### config.mk
export PLATFORM = sky130hd
export DESIGN_NAME = gate_sweep_controller
export DESIGN_NICKNAME = d
export VERILOG_FILES = /design/src/rtl/gate_sweep_controller.sv
export SDC_FILE = /design/constraint.sdc
export NUM_CORES = 1
export LEC_CHECK = 0
export BUFFER_PORTS_ARGS = -buffer_cell sky130_fd_sc_hd__buf_2
export CELL_PAD_IN_SITES_DETAIL_PLACEMENT = 0
export CELL_PAD_IN_SITES_GLOBAL_PLACEMENT = 2
export CORE_MARGIN = 2
export CORE_UTILIZATION = 32
export DETAILED_ROUTE_END_ITERATION = 10
export PLACE_DENSITY = 0.74
export SLEW_MARGIN = 20
export SYNTH_ARGS = -nofsm -noshare
export SYNTH_HDL_FRONTEND = slang
export SYNTH_SLANG_ARGS = --single-unit
### constraint.sdc
create_clock -name CLOCK_50_I -period 5 [get_ports CLOCK_50_I]
set_input_delay 0.75 -clock CLOCK_50_I [delete_from_list [all_inputs] [get_ports CLOCK_50_I]]
set_output_delay 0.75 -clock CLOCK_50_I [all_outputs]
set_load 0.03 [all_outputs]
### src/rtl/gate_sweep_controller.sv
// Sweeps a stimulus vector through the combinational gate datapath, waits a settle
// time for each vector, and folds the 9-bit result into a rotate-xor signature.
module gate_sweep_controller #(
  parameter int DWELL_CYCLES = 4,
  parameter int SWEEP_BITS   = 18
) (
  input  logic        CLOCK_50_I,
  input  logic        RESET_I,
  input  logic        START_I,
  input  logic        PAUSE_I,
  input  logic        MODE_I,
  input  logic [8:0]  RESULT_I,
  output logic [17:0] STIM_O,
  output logic [8:0]  SIGNATURE_O,
  output logic [18:0] STEP_COUNT_O,
  output logic        BUSY_O,
  output logic        DONE_O
);

  localparam int              DW         = (DWELL_CYCLES > 1) ? $clog2(DWELL_CYCLES) : 1;
  localparam logic [DW-1:0]   DWELL_LAST = DW'(DWELL_CYCLES - 1);
  localparam logic [18:0]     SWEEP_SPAN = 19'(1) << SWEEP_BITS;
  localparam logic [17:0]     SWEEP_MASK = 18'(SWEEP_SPAN - 19'd1);

  typedef enum logic [2:0] {
    IDLE,
    APPLY,
    CAPTURE,
    HOLD,
    DONE
  } state_t;

  state_t        state;
  logic          start_q;
  logic          start_edge;
  logic          sweep_last;
  logic [DW-1:0] dwell;

  assign start_edge = START_I & ~start_q;
  assign sweep_last = (STIM_O & SWEEP_MASK) == SWEEP_MASK;

  assign BUSY_O = (state == APPLY) || (state == CAPTURE) || (state == HOLD);
  assign DONE_O = (state == DONE);

  // NOTE: every register here uses <= so all of them update from the same
  // pre-edge values; a blocking = would let later lines see half-updated state.
  always_ff @(posedge CLOCK_50_I or posedge RESET_I) begin
    if (RESET_I) begin
      state        <= IDLE;
      start_q      <= 1'b0;
      dwell        <= '0;
      STIM_O       <= '0;
      SIGNATURE_O  <= '0;
      STEP_COUNT_O <= '0;
    end else begin
      start_q <= START_I;
      case (state)
        IDLE, DONE: begin
          if (start_edge) begin
            state        <= APPLY;
            dwell        <= '0;
            STIM_O       <= '0;
            SIGNATURE_O  <= '0;
            STEP_COUNT_O <= '0;
          end
        end

        APPLY: begin
          if (!PAUSE_I) begin
            if (dwell == DWELL_LAST) state <= CAPTURE;
            else                     dwell <= dwell + 1'b1;
          end
        end

        CAPTURE: begin
          SIGNATURE_O  <= {SIGNATURE_O[7:0], SIGNATURE_O[8]} ^ RESULT_I;
          STEP_COUNT_O <= STEP_COUNT_O + 19'd1;
          // The last pattern leaves STIM_O in place, so the increment never wraps.
          if (sweep_last) begin
            state <= DONE;
          end else begin
            STIM_O <= (STIM_O + 18'd1) & SWEEP_MASK;
            dwell  <= '0;
            state  <= MODE_I ? HOLD : APPLY;
          end
        end

        HOLD: begin
          if (start_edge) begin
            state <= APPLY;
            dwell <= '0;
          end
        end

        default: state <= IDLE;
      endcase
    end
  end

endmodule

==> results of run 1 <==
==> layout make-up <==
| class | instances | area [um^2] |
|---|---|---|
| clock buffers | 7 | 86.3 |
| clock inverters | 1 | 7.51 |
| fillers | 920 | 5300 |
| inverters | 5 | 18.8 |
| multi-input cells | 211 | 1400 |
| flip-flops and latches | 52 | 1300 |
| well taps | 108 | 135 |
| repair buffers | 66 | 343 |
==> worst reg2reg max path, cell delays in order (launching register included) <==
cell and delay [ns]:
dfrtp_1 0.56, nor3b_2 0.73, nand3_1 0.43, or4_1 0.57, a21oi_1 0.14
==> per-layer routing <==
| metal | up-vias | wire length (um) | GRT usage |
|---|---|---|---|
| li1 | 1173 | - | - |
| met1 | 1161 | 3450 | 0.216 |
| met2 | 56 | 2930 | 0.224 |
| met3 | 8 | 303 | 0.0345 |
| met4 | 0 | 80 | 0.0406 |
| met5 | - | 0 | 0 |
==> layout by cell type, fill, tap and decap left out, types with 6 or more instances in the layout <==
master | synthesis | final
and3_1 | 7 | 7
a21oi_1 | 14 | 14
o31ai_1 | 7 | 7
buf_2 | 5 | 61
xnor2_1 | 9 | 9
or4_1 | 7 | 7
nor2_1 | 10 | 10
nand4_1 | 12 | 12
mux2i_1 | 14 | 14
nand2_1 | 39 | 39
nand3_1 | 15 | 15
o21ai_0 | 21 | 21
dfrtp_1 | 52 | 52
clkbuf_8 | 0 | 6
==> synthesized netlist by cell type, drive strengths merged, types with 5 or more instances <==
library cell	n
dfrtp	52
nand2	39
o21ai	21
nand3	15
a21oi	14
mux2i	14
nand4	12
o31ai	11
nor2	10
xnor2	9
buf	8
and3	7
or4	7
and4	5
clkbuf	5
inv	5
o211ai	5
==> report_power, final <==
group,switching (W),internal (W),leakage (nW)
sequential,0.000168,0.000540,0.700
clock,0.000144,0.000113,0.0445
combinational,0.000412,0.000227,0.812
total,0.000723,0.000880,1.56
==> how the worst min path moves through the flow <==
| stage | end | cells past startpoint |
|---|---|---|
| global placement | STEP_COUNT_O[18] | 1 |
| finish | STEP_COUNT_O[18] | 1 |
| CTS | STEP_COUNT_O[18] | 1 |
| floorplan | dwell[1] | 1 |
| detailed placement | STEP_COUNT_O[18] | 1 |
| global route | STEP_COUNT_O[18] | 1 |
==> flip-flops by register name, indices dropped and copies added, names as in the netlist <==
signal and cells:
dwell 2, state 3, STEP_COUNT_O 19, start_q 1, STIM_O 18, SIGNATURE_O 9
==> cell families (layout without fill, tap and decap cells) <==
logic type | Yosys count | after routing | share of synthesized area
fa+ha+maj | 3 | 3 | 0.0134
compound gates | 64 | 64 | 0.160
flops | 52 | 52 | 0.466
xor+xnor | 10 | 10 | 0.0314
simple gates | 118 | 118 | 0.238
mux | 16 | 16 | 0.0583
buf+inv | 18 | 79 | 0.0318
==> per-stage QoR <==
| stage | utilization | cell area (um^2) |
|---|---|---|
| finish | 0.383 | 3290 |
| global route | 0.383 | 3290 |
| CTS | 0.383 | 3290 |
| detailed placement | 0.372 | 3200 |
| global placement | 0.372 | 3200 |
| floorplan | - | 2790 |
==> report_table.html, run 1 <==
<table>
<tr><th>Metric</th><th>Value</th></tr>
<tr><th colspan="2">Placed design</th></tr>
<tr><td>HPWL reported at the end of detailed placement</td><td>4.57 mm</td></tr>
<tr><td>Number of placed instances with taps included</td><td>442</td></tr>
<tr><td>Port Buf Inserts</td><td>61</td></tr>
<tr><td>Final Wtd Congestion</td><td>0.750</td></tr>
<tr><td>Post-place setup slack</td><td>2.49 ns</td></tr>
<tr><th colspan="2">Yosys</th></tr>
<tr><td>Number of distinct library cell variants in the gate-level netlist after synthesis</td><td>51</td></tr>
<tr><td>Number of synthesized flops with an enable pin</td><td>0</td></tr>
<tr><td>Flip-flop and latch count after synthesis</td><td>52</td></tr>
<tr><td>Largest area contributor in the netlist</td><td>dfrtp_1</td></tr>
<tr><td>Primary FF master, synth</td><td>dfrtp_1</td></tr>
<tr><td>Yosys synthesis warning count</td><td>0</td></tr>
<tr><td>Mean area per synthesized cell</td><td>9.93 um^2</td></tr>
<tr><td>Share of the synthesized area in the top cell type</td><td>0.466</td></tr>
<tr><td>Dominant cells by area after synthesis</td><td>dfrtp_1, nand2_1, mux2i_1, o21ai_0, xnor2_1</td></tr>
<tr><td>Cell Area, Synth</td><td>2790 um^2</td></tr>
<tr><td>Async set-reset flop share out of synthesis</td><td>1.00</td></tr>
<tr><td>Number of standard cells after synthesis</td><td>281</td></tr>
<tr><td>Synth Net Count</td><td>298</td></tr>
<tr><td>Part of the Yosys area used for sequential elements</td><td>0.466</td></tr>
<tr><th colspan="2">Clock network</th></tr>
<tr><td>Clock latency on the worst-skew pair</td><td>0.31 ns</td></tr>
<tr><td>Post-CTS Hold Fix Bufs</td><td>0</td></tr>
<tr><td>Clock tree from TritonCTS</td><td>yes</td></tr>
<tr><td>Largest buffer count on any clock path</td><td>2</td></tr>
<tr><td>Clock transition at the register clock pins on the worst setup and hold paths after CTS</td><td>0.10 ns</td></tr>
<tr><td>Count of buffers added by post-CTS timing repair for setup</td><td>0</td></tr>
<tr><td>Number of resized instances in the post-cts repair step</td><td>0</td></tr>
<tr><td>Inserted Clock Buffers</td><td>5</td></tr>
<tr><td># H-tree levels</td><td>2</td></tr>
<tr><td>Library cell used as clock root buffer</td><td>clkbuf_8</td></tr>
<tr><td>CTS sink cnt</td><td>52</td></tr>
<tr><th colspan="2">Detailed routing</th></tr>
<tr><td>Number of DRC violations after detailed routing</td><td>0</td></tr>
<tr><td>Average wire length per cell after detail routing</td><td>15.0 um</td></tr>
<tr><td>Final wirelength</td><td>6.76 mm</td></tr>
<tr><td>Number of optimization iterations in the first detailed-route pass</td><td>4</td></tr>
<tr><td>Routed vias</td><td>2398</td></tr>
<tr><td>Via/cell ratio</td><td>5.33</td></tr>
<tr><td>Number of nets with antenna violations after routing</td><td>0</td></tr>
<tr><td>Initial DRC count</td><td>85</td></tr>
<tr><th colspan="2">Critical path</th></tr>
<tr><td>Reg-to-reg startpoint</td><td>state[1]</td></tr>
<tr><td>Worst R2R Setup Slack</td><td>2.51 ns</td></tr>
<tr><td>Required @ worst endpoint</td><td>5.24 ns</td></tr>
<tr><td>Register-to-Register Path Depth</td><td>4</td></tr>
<tr><td>Cell count along the critical path</td><td>4</td></tr>
<tr><td>Capture instance of the worst register-to-register path</td><td>STIM_O[15]</td></tr>
<tr><td>Critical path buffers and inverters</td><td>0</td></tr>
<tr><td>Slowest cell delay on critical path</td><td>0.73 ns</td></tr>
<tr><td>Startpoint class of the critical path</td><td>flop</td></tr>
<tr><td>Chain of cells forming the critical path</td><td>nor3b_2 &gt; nand3_1 &gt; or4_1 &gt; a21oi_1</td></tr>
<tr><td>Cell type group with the largest total delay on the critical path</td><td>simple AND/OR/NAND/NOR gates</td></tr>
<tr><td>Crit Path Category</td><td>flop to flop</td></tr>
<tr><td>Beginning of the critical path</td><td>state[1]</td></tr>
<tr><td>Last element of the critical path</td><td>STIM_O[15]</td></tr>
<tr><td>Worst EP arrival</td><td>2.74 ns</td></tr>
<tr><td>Standard cell with the maximum stage delay on the critical path</td><td>nor3b_2</td></tr>
<tr><td>Biggest fanout along the worst timing path</td><td>14</td></tr>
<tr><td>Critical path capture point type</td><td>flop</td></tr>
<tr><th colspan="2">Cells and area</th></tr>
<tr><td>Share of post-route cells with drive strength above 1</td><td>0.266</td></tr>
<tr><td>Number of diodes</td><td>0</td></tr>
<tr><td>Final cell count without fillers</td><td>450</td></tr>
<tr><td>Final-stage net count</td><td>358</td></tr>
<tr><td>Area growth from synthesis to layout</td><td>18.0%</td></tr>
<tr><th colspan="2">STA</th></tr>
<tr><td>Period utilization</td><td>0.499</td></tr>
<tr><td>Total Neg Setup Slack</td><td>0 ns</td></tr>
<tr><td>Setup repair after global routing missed its margin</td><td>no</td></tr>
<tr><td>Worst Max-Slew Pin Slew</td><td>0.902 ns</td></tr>
<tr><td>Least setup slack across all paths after layout</td><td>2.51 ns</td></tr>
<tr><td>Clock period minus final worst setup slack</td><td>2.49 ns</td></tr>
<tr><td>Upper clock frequency limit</td><td>401 MHz</td></tr>
<tr><td>Largest clock skew in the final design</td><td>0.00667 ns</td></tr>
<tr><td>Final hold viol count</td><td>0</td></tr>
<tr><td>Fin Hold WS</td><td>0.478 ns</td></tr>
<tr><td>Count of final setup violators</td><td>0</td></tr>
<tr><td>Slew HR</td><td>0.394</td></tr>
<tr><td>Final Max Slew Viols</td><td>0</td></tr>
<tr><th colspan="2">Pwr</th></tr>
<tr><td>Max rail drop VDD</td><td>223 uV</td></tr>
<tr><td>PD cells</td><td>487 nW/um^2</td></tr>
<tr><td>Power, Total</td><td>0.00160 W</td></tr>
<tr><td>Static leakage power</td><td>1.56 nW</td></tr>
<tr><th colspan="2">Status</th></tr>
<tr><td>Outcome</td><td>complete, no violations</td></tr>
<tr><th colspan="2">GRT</th></tr>
<tr><td>Global-route wire length before repair</td><td>11.6 mm</td></tr>
<tr><td>Number of antenna violations at the first check in global routing</td><td>0</td></tr>
<tr><td>Remaining global-route overflow</td><td>0</td></tr>
<tr><td>Maximum number of pins on one net before global-route repair</td><td>53</td></tr>
<tr><td>Vias in the first global route</td><td>2335</td></tr>
<tr><td>Aggregate global-route resource usage</td><td>0.149</td></tr>
<tr><th colspan="2">Worst hold path</th></tr>
<tr><td>Worst Min Path Start</td><td>STEP_COUNT_O[18]</td></tr>
<tr><td>Worst min path class</td><td>flop to flop</td></tr>
<tr><th colspan="2">Floorplan</th></tr>
<tr><td>Ports placed on the boundary</td><td>62</td></tr>
<tr><td>Vertical die dimension</td><td>97.4 um</td></tr>
<tr><td>Total Die Area</td><td>9490 um^2</td></tr>
<tr><td>Width of the die</td><td>97.4 um</td></tr>
<tr><td>Core area</td><td>8590 um^2</td></tr>
<tr><td>Placement Rows</td><td>34</td></tr>
<tr><td>Initial core utilization</td><td>0.325</td></tr>
<tr><th colspan="2">Job</th></tr>
<tr><td>Total of max-cap violations</td><td>0</td></tr>
</table>
No activity file was read; power rests on OpenSTA's default activity.
==> inputs of run 2 (changes only) <==
ABC_AREA = 1   (was not set)
CORE_UTILIZATION = 31   (was 32)
PLACE_DENSITY = 0.77   (was 0.74)
clock period = 2.5 ns   (was 5 ns; I/O delays follow)
==> report_table.html, run 2 <==
<table>
<tr><th>Metric</th><th>Value</th></tr>
<tr><th colspan="2">Job</th></tr>
<tr><td>Total of max-cap violations</td><td>0</td></tr>
<tr><th colspan="2">Critical path</th></tr>
<tr><td>Capture instance of the worst register-to-register path</td><td>STIM_O[0]</td></tr>
<tr><td>Beginning of the critical path</td><td>STIM_O[0]</td></tr>
<tr><td>Worst R2R Setup Slack</td><td>0.45 ns</td></tr>
<tr><td>Required @ worst endpoint</td><td>2.70 ns</td></tr>
<tr><td>Slowest cell delay on critical path</td><td>0.45 ns</td></tr>
<tr><td>Register-to-Register Path Depth</td><td>8</td></tr>
<tr><td>Reg-to-reg startpoint</td><td>STIM_O[0]</td></tr>
<tr><td>Crit Path Category</td><td>flop to flop</td></tr>
<tr><td>Worst EP arrival</td><td>2.25 ns</td></tr>
<tr><td>Critical path capture point type</td><td>flop</td></tr>
<tr><td>Biggest fanout along the worst timing path</td><td>16</td></tr>
<tr><td>Chain of cells forming the critical path</td><td>ha_1 &gt; nand2_1 &gt; nor2_2 &gt; nand3_1 &gt; o21bai_4 &gt; nand2_4 &gt; nand3_1 &gt; o21ai_0</td></tr>
<tr><td>Last element of the critical path</td><td>STIM_O[0]</td></tr>
<tr><td>Startpoint class of the critical path</td><td>flop</td></tr>
<tr><td>Standard cell with the maximum stage delay on the critical path</td><td>dfrtp_1</td></tr>
<tr><td>Most Frequent Cell on Critical Path</td><td>nand3_1</td></tr>
<tr><th colspan="2">Cells and area</th></tr>
<tr><td>Top flop regs</td><td>STEP_COUNT_O x19, STIM_O x18, SIGNATURE_O x9</td></tr>
<tr><td>Number of diodes</td><td>0</td></tr>
<tr><td>Area growth from synthesis to layout</td><td>18.6%</td></tr>
<tr><td>Sequential cell area</td><td>1300 um^2</td></tr>
<tr><td>Most frequent cells in the layout</td><td>nand2_1, buf_2, dfrtp_1</td></tr>
<tr><td>Area occupied by multi-input gates</td><td>1410 um^2</td></tr>
<tr><td>Most flop-heavy register</td><td>STEP_COUNT_O</td></tr>
<tr><td>Final-stage net count</td><td>468</td></tr>
<tr><td>Most frequent standard cell in the layout excluding fill and tap cells</td><td>nand2_1</td></tr>
<tr><td>Share of post-route cells with drive strength above 1</td><td>0.206</td></tr>
<tr><td>Filler cell count</td><td>1008</td></tr>
<tr><td>Final cell count without fillers</td><td>563</td></tr>
<tr><td>Max reg flops</td><td>19</td></tr>
<tr><th colspan="2">Floorplan</th></tr>
<tr><td>Total Die Area</td><td>10200 um^2</td></tr>
<tr><td>Initial core utilization</td><td>0.318</td></tr>
<tr><td>Ports placed on the boundary</td><td>62</td></tr>
<tr><td>Vertical die dimension</td><td>101 um</td></tr>
<tr><td>Core area</td><td>9200 um^2</td></tr>
<tr><td>Width of the die</td><td>101 um</td></tr>
<tr><td>Placement Rows</td><td>35</td></tr>
<tr><th colspan="2">GRT</th></tr>
<tr><td>Maximum number of pins on one net before global-route repair</td><td>28</td></tr>
<tr><td>Number of antenna violations at the first check in global routing</td><td>0</td></tr>
<tr><td>Aggregate global-route resource usage</td><td>0.163</td></tr>
<tr><td>Global-route wire length before repair</td><td>13.4 mm</td></tr>
<tr><td>Remaining global-route overflow</td><td>0</td></tr>
<tr><td>Vias in the first global route</td><td>2686</td></tr>
<tr><th colspan="2">Detailed routing</th></tr>
<tr><td>Final wirelength</td><td>8.02 mm</td></tr>
<tr><td>Average wire length per cell after detail routing</td><td>14.2 um</td></tr>
<tr><td>Routed vias</td><td>2776</td></tr>
<tr><td>Number of nets with antenna violations after routing</td><td>0</td></tr>
<tr><td>Initial DRC count</td><td>124</td></tr>
<tr><td>Via/cell ratio</td><td>4.93</td></tr>
<tr><td>Number of DRC violations after detailed routing</td><td>0</td></tr>
<tr><td>Number of optimization iterations in the first detailed-route pass</td><td>4</td></tr>
<tr><th colspan="2">STA</th></tr>
<tr><td>Total Neg Setup Slack</td><td>0 ns</td></tr>
<tr><td>Upper clock frequency limit</td><td>488 MHz</td></tr>
<tr><td>Period utilization</td><td>0.819</td></tr>
<tr><td>Final hold viol count</td><td>0</td></tr>
<tr><td>Count of final setup violators</td><td>0</td></tr>
<tr><td>Fin Hold WS</td><td>0.135 ns</td></tr>
<tr><td>Worst Max-Slew Pin Slew</td><td>0.625 ns</td></tr>
<tr><td>Final Max Slew Viols</td><td>0</td></tr>
<tr><td>Largest clock skew in the final design</td><td>0.00799 ns</td></tr>
<tr><td>Setup repair after global routing missed its margin</td><td>no</td></tr>
<tr><td>Clock period minus final worst setup slack</td><td>2.05 ns</td></tr>
<tr><td>Slew HR</td><td>0.583</td></tr>
<tr><th colspan="2">Pwr</th></tr>
<tr><td>Reg power frac</td><td>0.404</td></tr>
<tr><td>Max rail drop VDD</td><td>333 uV</td></tr>
<tr><td>Fraction of power consumed by the clock network</td><td>0.208</td></tr>
<tr><td>PD cells</td><td>848 nW/um^2</td></tr>
<tr><td>Static leakage power</td><td>1.72 nW</td></tr>
<tr><td>Internal power contribution</td><td>0.00166 W</td></tr>
<tr><td>Switching share of power</td><td>0.436</td></tr>
<tr><td>Switching Power</td><td>0.00128 W</td></tr>
<tr><td>Relative contribution of combinational cells to total power</td><td>0.388</td></tr>
<tr><td>Power, Total</td><td>0.00294 W</td></tr>
<tr><th colspan="2">Placed design</th></tr>
<tr><td>Port Buf Inserts</td><td>61</td></tr>
<tr><td>HPWL reported at the end of detailed placement</td><td>5.95 mm</td></tr>
<tr><td>Final Wtd Congestion</td><td>0.793</td></tr>
<tr><td>Number of placed instances with taps included</td><td>555</td></tr>
<tr><th colspan="2">Yosys</th></tr>
<tr><td>Primary FF master, synth</td><td>dfrtp_1</td></tr>
<tr><td>Synthesized-area fraction occupied by ao, oa, aoi and oai cells</td><td>0.116</td></tr>
<tr><td>Number of distinct library cell variants in the gate-level netlist after synthesis</td><td>29</td></tr>
<tr><td>Largest family of logic cells by synthesized area</td><td>simple AND/OR/NAND/NOR gates</td></tr>
<tr><td>Number of standard cells after synthesis</td><td>388</td></tr>
<tr><td>Synth Net Count</td><td>405</td></tr>
<tr><td>Synthesized-area fraction occupied by and/or/nand/nor cells</td><td>0.325</td></tr>
<tr><td>Dominant cells by area after synthesis</td><td>dfrtp_1, nand2_1, nand3_1, nor2_1, o21ai_0</td></tr>
<tr><td>Number of synthesized flops with an enable pin</td><td>0</td></tr>
<tr><td>Fraction of synthesized area in multiplexers</td><td>0</td></tr>
<tr><td>Mean area per synthesized cell</td><td>7.54 um^2</td></tr>
<tr><td>XOR/XNOR share of the synthesized area</td><td>0.0270</td></tr>
<tr><td>Async set-reset flop share out of synthesis</td><td>1.00</td></tr>
<tr><td>Largest area contributor in the netlist</td><td>dfrtp_1</td></tr>
<tr><td>Adder and majority cell fraction of the synthesized area</td><td>0.0128</td></tr>
<tr><td>Leading cell type by number of instances after synthesis</td><td>nand2_1</td></tr>
<tr><td>Yosys synthesis warning count</td><td>0</td></tr>
<tr><td>Cell Area, Synth</td><td>2920 um^2</td></tr>
<tr><td>Flip-flop and latch count after synthesis</td><td>52</td></tr>
<tr><td>Share of the synthesized area in the top cell type</td><td>0.445</td></tr>
<tr><td>Most numerous cell types in the synthesized netlist</td><td>nand2_1, dfrtp_1, nand3_1, nor2_1, inv_1</td></tr>
<tr><td>Part of the Yosys area used for sequential elements</td><td>0.445</td></tr>
<tr><th colspan="2">Clock network</th></tr>
<tr><td>Count of buffers added by post-CTS timing repair for setup</td><td>0</td></tr>
<tr><td>Largest buffer count on any clock path</td><td>2</td></tr>
<tr><td>Post-CTS Hold Fix Bufs</td><td>0</td></tr>
<tr><td># H-tree levels</td><td>2</td></tr>
<tr><td>Clock latency on the worst-skew pair</td><td>0.31 ns</td></tr>
<tr><td>CTS sink cnt</td><td>52</td></tr>
<tr><td>Inserted Clock Buffers</td><td>5</td></tr>
<tr><td>Clock transition at the register clock pins on the worst setup and hold paths after CTS</td><td>0.11 ns</td></tr>
<tr><td>Number of resized instances in the post-cts repair step</td><td>0</td></tr>
<tr><td>Clock tree from TritonCTS</td><td>yes</td></tr>
<tr><td>Library cell used as clock root buffer</td><td>clkbuf_8</td></tr>
<tr><th colspan="2">Status</th></tr>
<tr><td>Outcome</td><td>complete, no violations</td></tr>
<tr><th colspan="2">Worst hold path</th></tr>
<tr><td>Worst min path class</td><td>input port to asynchronous set/reset pin</td></tr>
</table>
## run 2: cell count changes after synthesis, sizes merged, moves of 8 or more
cell,previous run,this run
a32o,0,8
inv,5,42
mux2i,14,0
nand2,39,105
nand3,15,45
nor2,10,44
o21ai,21,30
o31ai,11,1
## run 2: cells by family after synthesis
kind of cell               after synthesis
buffers and inverters                   51
and+or+nand+nor                        218
xor gates and xnor gates                 9
AOI/OAI and AO/OA                       55
adders and majority gates                3
DFF                                     52
## run 2: area by class of cell
class	instances	share of cell area
multi-input combinational	285	0.406
inverter	42	0.0455
clock buffer	5	0.0198
timing repair buffer	65	0.100
sequential	52	0.375
tap	111	0.0400
clock inverter	3	0.0133
## run 2: worst min-delay path by stage
stage          startpoint  slack, ns               to
6_report          RESET_I       0.14  STEP_COUNT_O[3]
3_5_place_dp      RESET_I       0.49         dwell[0]
5_1_grt           RESET_I       0.16  STEP_COUNT_O[3]
4_1_cts           RESET_I       0.14  STEP_COUNT_O[3]
3_3_place_gp     dwell[1]       0.48         dwell[1]
2_1_floorplan     START_I       0.41          start_q
## run 2: worst max-delay path, delay by kind of cell, from the launching register on
| kind | cells | cell delay (ns) |
|---|---|---|
| and+or+nand+nor | 5 | 0.75 |
| AOI/OAI and AO/OA | 2 | 0.47 |
| DFF | 1 | 0.45 |
| adders and majority gates | 1 | 0.26 |
## run 2: layer usage
layer  global-route usage  vias up  wire length [um]
met5                    0        -                 0
met4               0.0437        0                79
met3               0.0257        7               259
met2                0.285       47              3900
met1                0.211     1322              3780
li1                     -     1400                 -
## run 2: power by group through the flow
stage | sequential, W | clock, W | combinational, W
final | 0.00119 | 0.000611 | 0.00114
after detailed placement | 0.00121 | 0 | 0.00115
after global routing | 0.00122 | 0.000660 | 0.00126
after floorplan | 0.00143 | 0 | 0.000588
after CTS | 0.00119 | 0.000631 | 0.00116
after global placement | 0.00120 | 0 | 0.00115
## run 2: through the flow
stage               utilization  cell area, um^2  setup slack (ns)
CTS                       0.377             3470             0.390
global placement          0.365             3350             0.486
finish                    0.377             3470             0.452
global route              0.377             3470             0.219
floorplan                     -             2920             0.654
detailed placement        0.365             3350             0.431
==> inputs of run 3 (changes only) <==
clock period = 2.05 ns   (was 2.5 ns; I/O delays follow)
==> report_table.html, run 3 (synthesis gave the netlist of run 2 again) <==
<table>
<tr><th>Metric</th><th>Value</th></tr>
<tr><th colspan="2">Cells and area</th></tr>
<tr><td>Most flop-heavy register</td><td>STEP_COUNT_O</td></tr>
<tr><td>Area growth from synthesis to layout</td><td>18.1%</td></tr>
<tr><td>Final-stage net count</td><td>471</td></tr>
<tr><td>Filler cell count</td><td>990</td></tr>
<tr><td>Final cell count without fillers</td><td>566</td></tr>
<tr><td>Max reg flops</td><td>19</td></tr>
<tr><td>Most frequent cells in the layout</td><td>nand2_1, buf_2, dfrtp_1</td></tr>
<tr><td>Finished Core Util</td><td>0.375</td></tr>
<tr><td>Top flop regs</td><td>STEP_COUNT_O x19, STIM_O x18, SIGNATURE_O x9</td></tr>
<tr><td>Most frequent standard cell in the layout excluding fill and tap cells</td><td>nand2_1</td></tr>
<tr><td>Number of diodes</td><td>0</td></tr>
<tr><td>Share of post-route cells with drive strength above 1</td><td>0.213</td></tr>
<tr><th colspan="2">STA</th></tr>
<tr><td>Setup repair after global routing missed its margin</td><td>no</td></tr>
<tr><td>Period utilization</td><td>0.885</td></tr>
<tr><td>Slew HR</td><td>0.551</td></tr>
<tr><td>Count of final setup violators</td><td>0</td></tr>
<tr><td>Final hold viol count</td><td>0</td></tr>
<tr><td>Worst Max-Slew Pin Slew</td><td>0.674 ns</td></tr>
<tr><td>Upper clock frequency limit</td><td>551 MHz</td></tr>
<tr><td>Largest clock skew in the final design</td><td>0.0101 ns</td></tr>
<tr><td>Total Neg Setup Slack</td><td>0 ns</td></tr>
<tr><td>Fin Hold WS</td><td>0.107 ns</td></tr>
<tr><td>Clock period minus final worst setup slack</td><td>1.81 ns</td></tr>
<tr><td>Final Max Slew Viols</td><td>0</td></tr>
<tr><th colspan="2">Clock network</th></tr>
<tr><td>Count of buffers added by post-CTS timing repair for setup</td><td>0</td></tr>
<tr><td>Post-CTS Hold Fix Bufs</td><td>0</td></tr>
<tr><td>Inserted Clock Buffers</td><td>5</td></tr>
<tr><td>Library cell used as clock root buffer</td><td>clkbuf_8</td></tr>
<tr><td>Clock latency on the worst-skew pair</td><td>0.31 ns</td></tr>
<tr><td># H-tree levels</td><td>2</td></tr>
<tr><td>Largest buffer count on any clock path</td><td>2</td></tr>
<tr><td>CTS sink cnt</td><td>52</td></tr>
<tr><td>Clock transition at the register clock pins on the worst setup and hold paths after CTS</td><td>0.10 ns</td></tr>
<tr><td>Clock tree from TritonCTS</td><td>yes</td></tr>
<tr><td>Number of resized instances in the post-cts repair step</td><td>0</td></tr>
<tr><th colspan="2">Pwr</th></tr>
<tr><td>Max rail drop VDD</td><td>457 uV</td></tr>
<tr><td>Static leakage power</td><td>1.72 nW</td></tr>
<tr><td>PD cells</td><td>998 nW/um^2</td></tr>
<tr><th colspan="2">Critical path</th></tr>
<tr><td>Capture instance of the worst register-to-register path</td><td>STIM_O[14]</td></tr>
<tr><td>Critical path capture point type</td><td>flop</td></tr>
<tr><td>Worst EP arrival</td><td>2.05 ns</td></tr>
<tr><td>Reg-to-reg startpoint</td><td>STIM_O[0]</td></tr>
<tr><td>Beginning of the critical path</td><td>STIM_O[0]</td></tr>
<tr><td>Required @ worst endpoint</td><td>2.28 ns</td></tr>
<tr><td>Crit Path Category</td><td>flop to flop</td></tr>
<tr><td>Last element of the critical path</td><td>STIM_O[14]</td></tr>
<tr><td>Biggest fanout along the worst timing path</td><td>12</td></tr>
<tr><td>Worst R2R Setup Slack</td><td>0.24 ns</td></tr>
<tr><td>Register-to-Register Path Depth</td><td>8</td></tr>
<tr><td>Startpoint class of the critical path</td><td>flop</td></tr>
<tr><th colspan="2">Worst hold path</th></tr>
<tr><td>Worst Min Path Start</td><td>START_I</td></tr>
<tr><td>Worst min path class</td><td>input port to flop</td></tr>
<tr><th colspan="2">Detailed routing</th></tr>
<tr><td>Final wirelength</td><td>7.66 mm</td></tr>
<tr><td>Met3 wire length</td><td>325 um</td></tr>
<tr><td>Number of DRC violations after detailed routing</td><td>0</td></tr>
<tr><td>Number of optimization iterations in the first detailed-route pass</td><td>4</td></tr>
<tr><td>Number of nets with antenna violations after routing</td><td>0</td></tr>
<tr><td>Highest layer used for signal routing</td><td>met4</td></tr>
<tr><td>Routed vias</td><td>2720</td></tr>
<tr><td>Wire length on met2</td><td>3.77 mm</td></tr>
<tr><td>Via/cell ratio</td><td>4.81</td></tr>
<tr><td>Routed metal-1 wirelength</td><td>3.48 mm</td></tr>
<tr><td>Average wire length per cell after detail routing</td><td>13.5 um</td></tr>
<tr><td>Initial DRC count</td><td>75</td></tr>
<tr><th colspan="2">GRT</th></tr>
<tr><td>Remaining global-route overflow</td><td>0</td></tr>
<tr><td>Vias in the first global route</td><td>2620</td></tr>
<tr><td>Maximum number of pins on one net before global-route repair</td><td>53</td></tr>
<tr><td>Number of antenna violations at the first check in global routing</td><td>0</td></tr>
<tr><td>Aggregate global-route resource usage</td><td>0.155</td></tr>
<tr><td>Global-route wire length before repair</td><td>12.7 mm</td></tr>
<tr><th colspan="2">Placed design</th></tr>
<tr><td>Port Buf Inserts</td><td>61</td></tr>
<tr><td>HPWL reported at the end of detailed placement</td><td>5.64 mm</td></tr>
<tr><td>Final Wtd Congestion</td><td>0.797</td></tr>
<tr><td>Number of placed instances with taps included</td><td>558</td></tr>
<tr><th colspan="2">Floorplan</th></tr>
<tr><td>Total Die Area</td><td>10200 um^2</td></tr>
<tr><td>Width of the die</td><td>101 um</td></tr>
<tr><td>Core area</td><td>9200 um^2</td></tr>
<tr><td>Ports placed on the boundary</td><td>62</td></tr>
<tr><td>Initial core utilization</td><td>0.318</td></tr>
<tr><td>Placement Rows</td><td>35</td></tr>
<tr><td>Vertical die dimension</td><td>101 um</td></tr>
<tr><th colspan="2">Status</th></tr>
<tr><td>Outcome</td><td>complete, no violations</td></tr>
<tr><th colspan="2">Job</th></tr>
<tr><td>Total of max-cap violations</td><td>0</td></tr>
</table>
[run 3: changes by cell type in the layout (fill, tap and decap cells not counted), sizes merged]
cell / before / now
clkinvlp: 1 / 0
clkinv: 0 / 3
bufinv: 1 / 0
buf: 65 / 68
inv: 43 / 42
[run 3: critical path, cell delays in order, from the launching register on]
cell      delay, ns
dfrtp_2        0.43
ha_1           0.24
nand2_1        0.10
nor2_2         0.19
nand3_1        0.17
o21bai_4       0.21
buf_4          0.23
nand3_1        0.08
o21ai_0        0.08
[run 3: routing by layer]
layer / GRT usage / vias to the layer above
li1: - / 1395
met4: 0.0405 / 0
met5: 0 / -
met1: 0.198 / 1260
met3: 0.0326 / 7
met2: 0.266 / 58
[run 3: worst min path at each step]
stage	depth (start not counted)	slack [ns]	end
3_3_place_gp	1	0.43	start_q
5_1_grt	1	0.10	start_q
4_1_cts	1	0.1	start_q
3_5_place_dp	1	0.43	start_q
6_report	1	0.11	start_q
2_1_floorplan	0	0.34	start_q
[run 3: cell type report]
| cell class | count | area, um^2 | share of cell area |
|---|---|---|---|
| multi-input cells | 285 | 1410 | 0.408 |
| flip-flops and latches | 52 | 1300 | 0.377 |
| repair buffers | 68 | 358 | 0.104 |
| inverters | 42 | 158 | 0.0457 |
| well taps | 111 | 139 | 0.0402 |
| clock buffers | 5 | 68.8 | 0.0199 |
| clock inverters | 3 | 18.8 | 0.00544 |
[run 3: metrics by stage]
step	setup WS, ns	total power [W]	area, um^2
after floorplan	0.204	0.00246	2920
after global placement	0.216	0.00288	3360
after detailed placement	0.153	0.00289	3360
after CTS	0.126	0.00351	3450
after global routing	0.0539	0.00370	3450
final	0.235	0.00344	3450
[run 3: power breakdown]
group | total [W] | internal, W | switching [W]
Sequential | 0.00145 | 0.00122 | 0.000222
Clock | 0.000606 | 0.000240 | 0.000367
Combinational | 0.00139 | 0.000444 | 0.000949
Total | 0.00344 | 0.00191 | 0.00154
